`config.mk`:
```
export PLATFORM = sky130hd
export DESIGN_NAME = alu_exec_unit
export DESIGN_NICKNAME = d
export VERILOG_FILES = /design/src/rtl/alu_exec_unit.sv
export SDC_FILE = /design/constraint.sdc
export NUM_CORES = 1
export LEC_CHECK = 0
export ABC_CLOCK_PERIOD_IN_PS = 11300
export BUFFER_PORTS_ARGS = -buffer_cell sky130_fd_sc_hd__buf_4
export CAP_MARGIN = 40
export CORE_UTILIZATION = 45
export CTS_BUF_LIST = sky130_fd_sc_hd__clkbuf_8 sky130_fd_sc_hd__clkbuf_16
export CTS_CLUSTER_DIAMETER = 120
export DETAILED_ROUTE_END_ITERATION = 8
export MAX_ROUTING_LAYER = met4
export SLEW_MARGIN = 30
export SYNTH_ARGS = -nofsm -noshare
export SYNTH_HDL_FRONTEND = slang
export SYNTH_SLANG_ARGS = --single-unit
```
`constraint.sdc`:
```
create_clock -name clk -period 11.3 [get_ports clk]
set_clock_uncertainty 0.2 [all_clocks]
set_input_delay 3.39 -clock clk [delete_from_list [all_inputs] [get_ports clk]]
set_output_delay 3.39 -clock clk [all_outputs]
set_load 0.05 [all_outputs]
```
`src/rtl/alu_exec_unit.sv`:
```
// Execute-stage ALU with valid/ready handshakes on both sides. Shifts are iterative by
// default; define ALU_EXEC_FAST_SHIFT_EN to use a single-cycle barrel shifter instead.
package riscv_pkg;
    typedef enum logic [3:0] {
        ALU_ADD  = 4'd0,
        ALU_SUB  = 4'd1,
        ALU_AND  = 4'd2,
        ALU_OR   = 4'd3,
        ALU_XOR  = 4'd4,
        ALU_SLT  = 4'd5,
        ALU_SLTU = 4'd6,
        ALU_SLL  = 4'd7,
        ALU_SRL  = 4'd8,
        ALU_SRA  = 4'd9
    } alu_ops_t;
endpackage

module alu_exec_unit
    import riscv_pkg::*;
#(
    parameter int XLEN       = 32,
    parameter int SHIFT_STEP = 1
) (
    input  logic            clk,
    input  logic            rst_n,
    input  logic            in_valid,
    output logic            in_ready,
    input  alu_ops_t        alu_ctrl,
    input  logic [XLEN-1:0] src_a,
    input  logic [XLEN-1:0] src_b,
    input  logic            flush,
    output logic            out_valid,
    input  logic            out_ready,
    output logic [XLEN-1:0] result,
    output logic            zero
);

    localparam int SW = $clog2(XLEN);
    localparam logic [SW-1:0] STEP = SW'(SHIFT_STEP);

    typedef enum logic [1:0] {
        IDLE  = 2'd0,
        SHIFT = 2'd1,
        DONE  = 2'd2
    } state_t;

    state_t          state_q, state_d;
    logic [XLEN-1:0] result_q, result_d;
    logic            zero_q, zero_d;
    logic [SW-1:0]   cnt_q, cnt_d;
    alu_ops_t        op_q, op_d;

    logic [SW-1:0]   shamt;
    logic [SW-1:0]   step;
    logic [XLEN-1:0] next_val;
    logic            unused_src_b;

    assign shamt        = src_b[SW-1:0];
    assign unused_src_b = ^src_b[XLEN-1:SW];

    function automatic logic is_shift(input alu_ops_t op);
        return (op == ALU_SLL) || (op == ALU_SRL) || (op == ALU_SRA);
    endfunction

    function automatic logic [XLEN-1:0] alu_compute(input alu_ops_t op,
                                                    input logic [XLEN-1:0] a,
                                                    input logic [XLEN-1:0] b);
        logic signed [XLEN-1:0] a_s;
        logic signed [XLEN-1:0] b_s;
        a_s = a;
        b_s = b;
        case (op)
            ALU_SUB:  return a - b;
            ALU_AND:  return a & b;
            ALU_OR:   return a | b;
            ALU_XOR:  return a ^ b;
            ALU_SLT:  return {{(XLEN-1){1'b0}}, (a_s < b_s)};
            ALU_SLTU: return {{(XLEN-1){1'b0}}, (a < b)};
            default:  return a + b;
        endcase
    endfunction

    // SRA keeps the sign bit in place every step, so re-shifting the partial value
    // arithmetically keeps filling with the original bit XLEN-1.
    function automatic logic [XLEN-1:0] shift_by(input alu_ops_t op,
                                                 input logic [XLEN-1:0] v,
                                                 input logic [SW-1:0] amt);
        logic signed [XLEN-1:0] v_s;
        v_s = v;
        case (op)
            ALU_SLL: return v << amt;
            ALU_SRL: return v >> amt;
            default: return v_s >>> amt;
        endcase
    endfunction

    function automatic logic [SW-1:0] step_amt(input logic [SW-1:0] remaining);
        return (remaining < STEP) ? remaining : STEP;
    endfunction

    always_ff @(posedge clk) begin
        if (!rst_n) begin
            state_q  <= IDLE;
            result_q <= '0;
            zero_q   <= 1'b0;
            cnt_q    <= '0;
            op_q     <= ALU_ADD;
        end else begin
            state_q  <= state_d;
            result_q <= result_d;
            zero_q   <= zero_d;
            cnt_q    <= cnt_d;
            op_q     <= op_d;
        end
    end

    always_comb begin
        state_d  = state_q;
        result_d = result_q;
        zero_d   = zero_q;
        cnt_d    = cnt_q;
        op_d     = op_q;
        step     = '0;
        next_val = '0;
        if (flush) begin
            state_d  = IDLE;
            result_d = '0;
            zero_d   = 1'b0;
            cnt_d    = '0;
        end else begin
            case (state_q)
                IDLE: begin
                    if (in_valid) begin
                        op_d = alu_ctrl;
                        if (is_shift(alu_ctrl)) begin
`ifdef ALU_EXEC_FAST_SHIFT_EN
                            next_val = shift_by(alu_ctrl, src_a, shamt);
                            cnt_d    = '0;
                            state_d  = DONE;
`else
                            step     = step_amt(shamt);
                            next_val = shift_by(alu_ctrl, src_a, step);
                            cnt_d    = shamt - step;
                            state_d  = (cnt_d != '0) ? SHIFT : DONE;
`endif
                        end else begin
                            next_val = alu_compute(alu_ctrl, src_a, src_b);
                            state_d  = DONE;
                        end
                        result_d = next_val;
                        zero_d   = (next_val == '0);
                    end
                end
                SHIFT: begin
                    step     = step_amt(cnt_q);
                    next_val = shift_by(op_q, result_q, step);
                    cnt_d    = cnt_q - step;
                    result_d = next_val;
                    zero_d   = (next_val == '0);
                    if (cnt_d == '0) begin
                        state_d = DONE;
                    end
                end
                DONE: begin
                    if (out_ready) begin
                        state_d = IDLE;
                    end
                end
                default: state_d = IDLE;
            endcase
        end
    end

    always_comb begin
        in_ready  = (state_q == IDLE) && !flush;
        out_valid = (state_q == DONE);
        result    = result_q;
        zero      = zero_q;
    end

endmodule
```
After elaboration in Yosys (flattened, before gate mapping)

Index checks and enable logic that the tools add are counted.

Register bits: 44
Latch bits: 0
Memory bits (writable): 0
Memory bits (read-only): 0
Bits of input ports: 73
Output and inout port bits: 35
Word-level logic and storage cells: 80
Memories kept: 0

Add/subtract/negate cells: 4
$mul: 0
Divide/modulo/power cells: 0
Order comparisons: 4
Equal/unequal tests: 17
Shift-type cells: 6
Muxes and demuxes: 24
Bitwise operators: 5
Reductions and logical operators: 15

Operators by type and width:

| operator                                                   | count |
|---|---|
| 2-to-1 mux 32 bit                                          | 7 |
| case mux 32 bit (2 select lines)                           | 3 |
| case mux 32 bit (6 select lines)                           | 1 |
| logical NOT 32 bit                                         | 2 |
| less-than comparator 32 bit                                | 2 |
| left shift 32 x 5 -> 32 bit                                | 2 |
| right shift 32 x 5 -> 32 bit                               | 2 |
| >>> shifter 32 x 5 -> 32 bit                               | 2 |
| adder 32 bit                                               | 1 |
| AND 32 bit                                                 | 1 |
| bitwise OR 32 bit                                          | 1 |
| subtractor 32 bit                                          | 1 |
| bitwise XOR 32 bit                                         | 1 |
| == test 4 x 3 -> 1 bit, second input constant              | 5 |
| 2-to-1 mux 5 bit                                           | 4 |
| == test 4 bit, second input constant                       | 3 |
| less-than comparator 5 x 1 -> 1 bit, second input constant | 2 |
| 2-to-1 mux 2 bit                                           | 5 |
| case mux 5 bit (2 select lines)                            | 1 |
| subtractor 5 bit                                           | 2 |
| AND reduction 3 bit                                        | 3 |
| == test 4 x 2 -> 1 bit, second input constant              | 2 |
| inequality test 2 bit, second input constant               | 3 |
| case mux 2 bit (3 select lines)                            | 1 |
| 16 further kinds                                           | 18 |

Depth between registers and ports, before layout

Gate-level depths: netlist of the first run.

Word-level depth: 11
Depth in mapped cells: 15
Gate-level depth less buffers: 15

Least setup slack after synthesis of the first run

Ideal clock, no wire load.

Kind: input to output
From: input port flush
To: output port in_ready
Arrival time: 4.465 ns
Setup slack: 3.245 ns
Stages: 1
Path buffers: 0
Cells stage by stage: nor3_1

Longest elaborated chain between the ends: 2

Ends and longest elaborated chain:

| item              | RTL line | source |
|---|---|---|
| from (decl)       | 31       | `input logic flush,` |
| logical NOT 1 bit | 175      | `in_ready = (state_q == IDLE) && !flush;` |
| logical AND 1 bit | 175      |  |
| to (decl)         | 27       | `output logic in_ready,` |

No other way between the ends.

Worst setup path in the final report of the first run

Same ends and word-level chain as after synthesis.

==> results of run 1 <==
## worst paths after layout
kind,from,to,slack (ps),depth (start not counted)
max reg2reg,state_q[0],zero,7710,11
max,flush,in_ready,3780,3
min,cnt_q[0],cnt_q[0],330,2
min reg2reg,cnt_q[0],cnt_q[0],330,2
## sequential cells by signal, summed over array words and instances (netlist names)
signal and count:
result 32, state_q 2, op_q 4, cnt_q 5, zero 1
## cells in the final DEF (no fill, tap or decap), types with 16 or more instances in the layout
| cell type | synthesis | layout |
|---|---|---|
| sky130_fd_sc_hd__a211oi_1 | 23 | 23 |
| sky130_fd_sc_hd__a21o_1 | 17 | 17 |
| sky130_fd_sc_hd__a21oi_1 | 175 | 174 |
| sky130_fd_sc_hd__a221oi_1 | 29 | 29 |
| sky130_fd_sc_hd__a22oi_1 | 26 | 26 |
| sky130_fd_sc_hd__a31oi_1 | 30 | 30 |
| sky130_fd_sc_hd__buf_4 | 6 | 130 |
| sky130_fd_sc_hd__dfxtp_1 | 44 | 44 |
| sky130_fd_sc_hd__ha_1 | 98 | 98 |
| sky130_fd_sc_hd__inv_1 | 109 | 110 |
| sky130_fd_sc_hd__nand2_1 | 141 | 141 |
| sky130_fd_sc_hd__nand3_1 | 42 | 42 |
| sky130_fd_sc_hd__nor2_1 | 143 | 143 |
| sky130_fd_sc_hd__nor2b_1 | 18 | 17 |
| sky130_fd_sc_hd__nor3_1 | 32 | 32 |
| sky130_fd_sc_hd__o211ai_1 | 23 | 23 |
| sky130_fd_sc_hd__o21ai_0 | 101 | 101 |
| sky130_fd_sc_hd__o22ai_1 | 16 | 16 |
| sky130_fd_sc_hd__o31ai_1 | 16 | 16 |
| sky130_fd_sc_hd__xnor2_1 | 19 | 19 |
## worst max-delay path, stage by stage
cell                     delay [ps]
sky130_fd_sc_hd__buf_4          120
sky130_fd_sc_hd__nor3_1         180
sky130_fd_sc_hd__buf_4          240
## layer usage
metal | part of all wire (%) | vias up | GRT usage, %
met4 | 3.4 | 0 | 13.8
met2 | 44 | 666 | 53.7
met1 | 43 | 5575 | 47.4
met3 | 10 | 89 | 5.58
met5 | 0 | - | -
li1 | - | 5478 | -
## metrics by stage
step / std cells / util, %
after floorplan: 1465 / -
after global placement: 1759 / 49.8
after detailed placement: 1760 / 49.9
after CTS: 1767 / 50.5
after global routing: 1768 / 50.5
final: 1768 / 50.5
## final cells by class
class / instances / area [sq um] / area share (%)
Multi-Input combinational cell: 1197 / 7810 / 73.8
Timing Repair Buffer: 132 / 992 / 9.37
Sequential cell: 44 / 881 / 8.32
Inverter: 113 / 427 / 4.03
Tap cell: 275 / 344 / 3.25
Clock buffer: 5 / 125 / 1.18
Clock inverter: 2 / 8.76 / 0.0827
## kinds of logic (layout without fill, tap and decap cells)
logic type / count (synthesis) / in the layout
fa+ha+maj: 100 / 100
simple gates: 473 / 473
xor+xnor: 23 / 23
compound gates: 590 / 590
mux: 11 / 11
flops: 44 / 44
buf+inv: 224 / 252
## power by group through the flow
stage	logic, mW	clock network [mW]	registers, mW
6_report	0.534	0.143	0.181
5_1_grt	0.575	0.150	0.182
4_1_cts	0.518	0.144	0.180
3_5_place_dp	0.516	0	0.184
3_3_place_gp	0.513	0	0.184
2_1_floorplan	0.339	0	0.204
==> reports/metrics.yaml, run 1 <==
cts-root-buf: "sky130_fd_sc_hd__clkbuf_16"
timing.critical_path.arrival_ps: 3930
comb_power_share_pct: 62.3
timing.critical_path.required_ps: 7710
status: "completed"
cts-root-to-sink-buffers: 2
placeableCoreArea_sq_um: 21000
clock_tree.htree_level_count: 2
fin_nets: 1666
postPlaceCellArea_sq_um: 10400
p_int_uw: 430
rows: 53
floorplan.io_pins: 108
drv_cap: 0
grt_pass1_wl_um: 60400
crit_path_max_fanout: 3
tritoncts_num_sinks: 44
count_of_unresolved_drc_violations_after_routing: 0
area_growth_pct: 10.2
global_route.usage.total_pct: 35.6
post_synth_main_area_contributors: "sky130_fd_sc_hd__ha_1 13%, sky130_fd_sc_hd__dfxtp_1 9.2%, sky130_fd_sc_hd__a21oi_1 9.1%, sky130_fd_sc_hd__nor2_1 5.6%, sky130_fd_sc_hd__nand2_1 5.5%"
cts.repair_timing.setup_buffer_count: 0
die_w_um: 148
grt_setup_unrepaired: "false"
power.sequential.fraction_pct: 21.1
clk_pin_slew_worst_paths_ps: 60
ys_ff_latch: 44
power.net_switching_uw: 428
die_y_um: 148
post_route_cells_drive_above_1_share_pct: 11.6
final_area_sq_um: 10600
synthDominantCellAreaShare_pct: 12.8
hold_path.class: "flip-flop to flip-flop"
antenna_found_initial: 0
path_class: "input pin to primary output"
synth_cell_types: 92
synth-xor-area-share_pct: 2.10
synth_top_family_by_area: "compound AO/OA/AOI/OAI gates"
avgRoutedWirePerCell_um: 22.0
cts_tree: "built"
die-area_sq_um: 21900
detail_route.wirelength_um: 38900
number_of_global_route_vias_before_repair: 10700
power.ir.vdd_worst_uv: 59.6
detailed_place_hpwl_um: 28900
total_leakage_power_nw: 4.41
worst_slew_margin_rel_pct: 42.3
gp_congestion: 1.01
post-route-min-period_ps: 7520
clock_buffers_created_by_tritoncts: 5
post_cts_hold_buffer_count: 0
max_slew.worst_pin.slew_ps: 866
ant_nets: 0
syn_area_sq_um: 9610
vias: 11800
synth_top_flop_cell: "sky130_fd_sc_hd__dfxtp_1"
yosysSeqAreaShare_pct: 9.17
first_pass_iters: 7
synth-adder-area-share_pct: 13.2
first_iter_violations: 1386
post_synth.cell_area_avg_sq_um: 6.56
insertion_delay_ps: 290
timing.critical_path.from_type: "input pin"
setup_violations: 0
synth_enable_flop_cells: 0
grt_remaining_overflow: 0
synth_simple_gate_area_share_pct: 23.3
syn_nets: 1638
clock_power_share_pct: 16.7
start_util_pct: 45.9
maxClockFrequency_mhz: 133
cp-end-kind: "primary output"
power_density_over_the_cells_nw_per_um2: 81.0
finalHoldWorstSlack_ps: 331
synth.area.mux_share_pct: 1.15
grt_start_max_net_pins: 58
final_period_utilization_pct: 66.6
total_power_uw: 857
cts_resized: 0
hold_viol_final: 0
slew_viol_final: 0
post_synth_most_frequent_cells: "175 x sky130_fd_sc_hd__a21oi_1, 143 x sky130_fd_sc_hd__nor2_1, 141 x sky130_fd_sc_hd__nand2_1"
antennaDiodeCount: 0
port_buffers: 107
finalWorstSetupSlack_ps: 3780
fillCellCount: 2252
synthMostInstantiatedCell: "sky130_fd_sc_hd__a21oi_1"
setup-tns-final_ps: 0
yosys_warnings: 0
vias_per_cell: 6.68
yosysTopAreaCell: "sky130_fd_sc_hd__ha_1"
switching_part_of_the_total_power_pct: 49.9
post-place-ws_ps: 3770
synth-async-reset-ratio_pct: 0
syn_inst: 1465
synth_compound_area_share_pct: 41.4
Note: power is estimated with default switching activity, not from simulation.
==> inputs of run 2 (changes only) <==
- ABC_AREA: not set -> 1
- ABC_CLOCK_PERIOD_IN_PS: 11300 -> 7100
- clock period: 11.3 -> 7.1 ns (I/O delays scaled with it)
==> run 2 against run 1 <==
Flip-flop and latch count stayed put. Final cell count is 36% higher. Sequential share of layout area shrank 0.85 points. Combinational power is 79% higher. Critical path depth increased by 15. Highest routed layer unchanged. Register-to-register slack got worse by 3800 ps. Non-clock buffer count shrank 6. Critical endpoint is now zero. Worst hold slack lost 43 ps. Clock-buffer cell count rose by 1.
==> reports/metrics.yaml, run 2 <==
synthDominantCellAreaShare_pct: 23.6  # +11 points
path_class: "input pin to flip-flop"
syn_inst: 2045  # +40%
hold_end: "op_q[3]"
global_route.usage.total_pct: 38.8  # +3.1 points
cts-root-buf: "sky130_fd_sc_hd__clkbuf_16"
tritoncts_num_sinks: 44  # unchanged
fin_nets: 2264  # +36%
floorplan.io_pins: 108  # unchanged
first_iter_violations: 1375  # -0.79%
switching_part_of_the_total_power_pct: 52.9  # +3.0 points
die-area_sq_um: 24400  # +11%
grt_remaining_overflow: 0  # unchanged
post_synth_main_area_contributors: "sky130_fd_sc_hd__nand2_1 24%, sky130_fd_sc_hd__inv_1 12%, sky130_fd_sc_hd__ha_1 11%, sky130_fd_sc_hd__nand3_1 8.5%, sky130_fd_sc_hd__dfxtp_1 8.2%"
vias: 13500  # +14%
start_util_pct: 45.8  # -0.053 points
grt_setup_unrepaired: "false"
grt_pass1_wl_um: 69800  # +15%
clock_tree.htree_level_count: 2  # unchanged
clock_power_share_pct: 16.1  # -0.6 points
maxClockFrequency_mhz: 192
count_of_unresolved_drc_violations_after_routing: 0  # unchanged
synth-async-reset-ratio_pct: 0  # unchanged
power.ir.vdd_worst_uv: 94.5  # +59%
rows: 56  # +5.7%
first_pass_iters: 6  # -1
gp_congestion: 1.04  # +2.2%
ant_nets: 0  # unchanged
ys_ff_latch: 44  # unchanged
syn_area_sq_um: 10700  # +12%
die_y_um: 156  # +5.5%
power_density_over_the_cells_nw_per_um2: 125  # +55%
worst_hold_startpoint: "op_q[3]"
power.sequential.fraction_pct: 19.0  # -2.1 points
post-route-min-period_ps: 5200
finalWorstSetupSlack_ps: 1900  # -1870 ps
cp-end-kind: "flip-flop"
avgRoutedWirePerCell_um: 19.2  # -13%
synthMostInstantiatedCell: "sky130_fd_sc_hd__nand2_1"
insertion_delay_ps: 290  # about the same
yosysTopAreaCell: "sky130_fd_sc_hd__nand2_1"
crit_path_max_incr_delay_ps: 360  # +120 ps
timing.critical_path.from_type: "input pin"
final_area_sq_um: 11800  # +11%
r2r_path_start: "cnt_q[2]"
synth_enable_flop_cells: 0  # unchanged
comb_power_share_pct: 64.9  # +2.6 points
flip_flop_count_of_the_largest_register_all_copies_and_words_added: 32  # unchanged
area_growth_pct: 10.0
hold_path.class: "flip-flop to flip-flop"
die_w_um: 156  # +5.5%
final_cells: 2412  # +36%
cts_tree: "built"
clk_pin_slew_worst_paths_ps: 60  # about the same
r2r_setup_slack_ps: 3900  # -3810 ps
port_buffers: 107  # unchanged
post-place-ws_ps: 1490  # -2280 ps
final_period_utilization_pct: 73.2
detailed_place_hpwl_um: 37800  # +31%
p_int_uw: 695  # +62%
post_synth_most_frequent_cells: "674 x sky130_fd_sc_hd__nand2_1, 347 x sky130_fd_sc_hd__inv_1, 182 x sky130_fd_sc_hd__nand3_1"
reg2reg_depth: 12  # +1
most_frequent_cells_in_the_layout: "674 x sky130_fd_sc_hd__nand2_1, 349 x sky130_fd_sc_hd__inv_1, 182 x sky130_fd_sc_hd__nand3_1"
syn_nets: 2218  # +35%
placeableCoreArea_sq_um: 23400  # +12%
cts_resized: 0  # unchanged
timing.critical_path.required_ps: 7120  # -590 ps
timing.critical_path.arrival_ps: 5220  # +1290 ps
detail_route.wirelength_um: 46200  # +19%
cts-root-to-sink-buffers: 2  # unchanged
post_cts_hold_buffer_count: 0  # unchanged
clock_buffers_created_by_tritoncts: 5  # unchanged
setup_violations: 0  # unchanged
worst_slew_margin_rel_pct: 43.1  # +0.86 points
yosys_warnings: 0  # unchanged
post_synth.cell_area_avg_sq_um: 5.24  # -20%
cts.repair_timing.setup_buffer_count: 0  # unchanged
number_of_placed_cells_counting_well_taps: 2400  # +36%
slew_viol_final: 0  # unchanged
status: "completed"
drv_cap: 0  # unchanged
number_of_global_route_vias_before_repair: 12200  # +14%
postPlaceCellArea_sq_um: 11600  # +11%
setup-tns-final_ps: 0  # unchanged
grt_start_max_net_pins: 59  # +1.7%
mostFrequentLayoutCell: "sky130_fd_sc_hd__nand2_1"
post_route_cells_drive_above_1_share_pct: 8.56  # -3.0 points
rr_endpoint: "zero"
max_slew.worst_pin.slew_ps: 852  # -13.8 ps
synth_cell_types: 47  # -49%
total_leakage_power_nw: 6.51  # +47%
antenna_found_initial: 1  # +1
power.net_switching_uw: 781  # +82%
critical_path.slowest_cell: "sky130_fd_sc_hd__buf_4"
vias_per_cell: 5.58  # -16%
crit_path_max_fanout: 36  # +33
finalHoldWorstSlack_ps: 289  # -42.6 ps
critical_path_cell_by_cell: "buf_4 -> inv_1 -> nand2_2 -> nor2_4 -> buf_4 -> inv_2 -> nand2_4 -> inv_2 -> buf_16 -> a21oi_1 -> o21ai_0 -> o21ai_1 -> nand3_1 -> nor2_1 -> nand2_1 -> nor2_1 -> nand3_1 -> a21oi_1"
hold_viol_final: 0  # unchanged
yosysSeqAreaShare_pct: 8.22  # -0.95 points
hold_depth: 2  # unchanged
synth_top_flop_cell: "sky130_fd_sc_hd__dfxtp_1"
## run 2: power by group through the flow
stage                     clock, mW  combinational [mW]  sequential [mW]
after floorplan                   0               0.603            0.323
after global placement            0               0.926            0.285
after detailed placement          0               0.928            0.285
after CTS                     0.238               0.932            0.280
after global routing          0.248                1.05            0.282
final                         0.238               0.958            0.280
## run 2: worst max path at each step
stage / startpoint / to / slack [ps] / cells past startpoint
2_1_floorplan: flush / in_ready / 1550 / 1
3_3_place_gp: alu_ctrl[3] / zero / 1480 / 16
3_5_place_dp: alu_ctrl[3] / zero / 1490 / 16
4_1_cts: alu_ctrl[3] / zero / 1790 / 16
5_1_grt: src_a[0] / zero / 1680 / 20
6_report: alu_ctrl[3] / zero / 1900 / 18
## run 2: layout make-up
class                           instances  area (sq um)
Fill cell                            2705         11600
Multi-Input combinational cell       1556          8020
Inverter                              358          1340
Timing Repair Buffer                  126          1000
Sequential cell                        44           881
Tap cell                              319           399
Clock buffer                            6           139
Clock inverter                          2          7.51
Antenna cell                            1          2.50
## run 2: cell families (layout without fill, tap and decap cells)
family / Yosys count / count (layout) / synth area share [%]
compound gates: 353 / 353 / 19.5
xor+xnor: 6 / 6 / 0.490
fa+ha+maj: 100 / 100 / 11.8
buf+inv: 445 / 492 / 17.0
flops: 44 / 44 / 8.22
other cells: 0 / 1 / 0
simple gates: 1097 / 1097 / 43.1
## run 2: per-stage QoR
stage	power, mW	utilization (%)
floorplan	0.926	-
CTS	1.45	50.1
finish	1.48	50.4
detailed placement	1.21	49.5
global placement	1.21	49.3
global route	1.58	50.4
## run 2: critical path, delay by kind of cell
family	cells	cell delay, ps
compound gates	4	500
buf+inv	6	1340
simple gates	8	1200
## run 2: layer usage
metal	GRT usage [%]	part of all wire [%]
met1	49.1	43
met4	24.8	7.3
met2	58.0	42
met3	4.87	7.7
met5	-	0
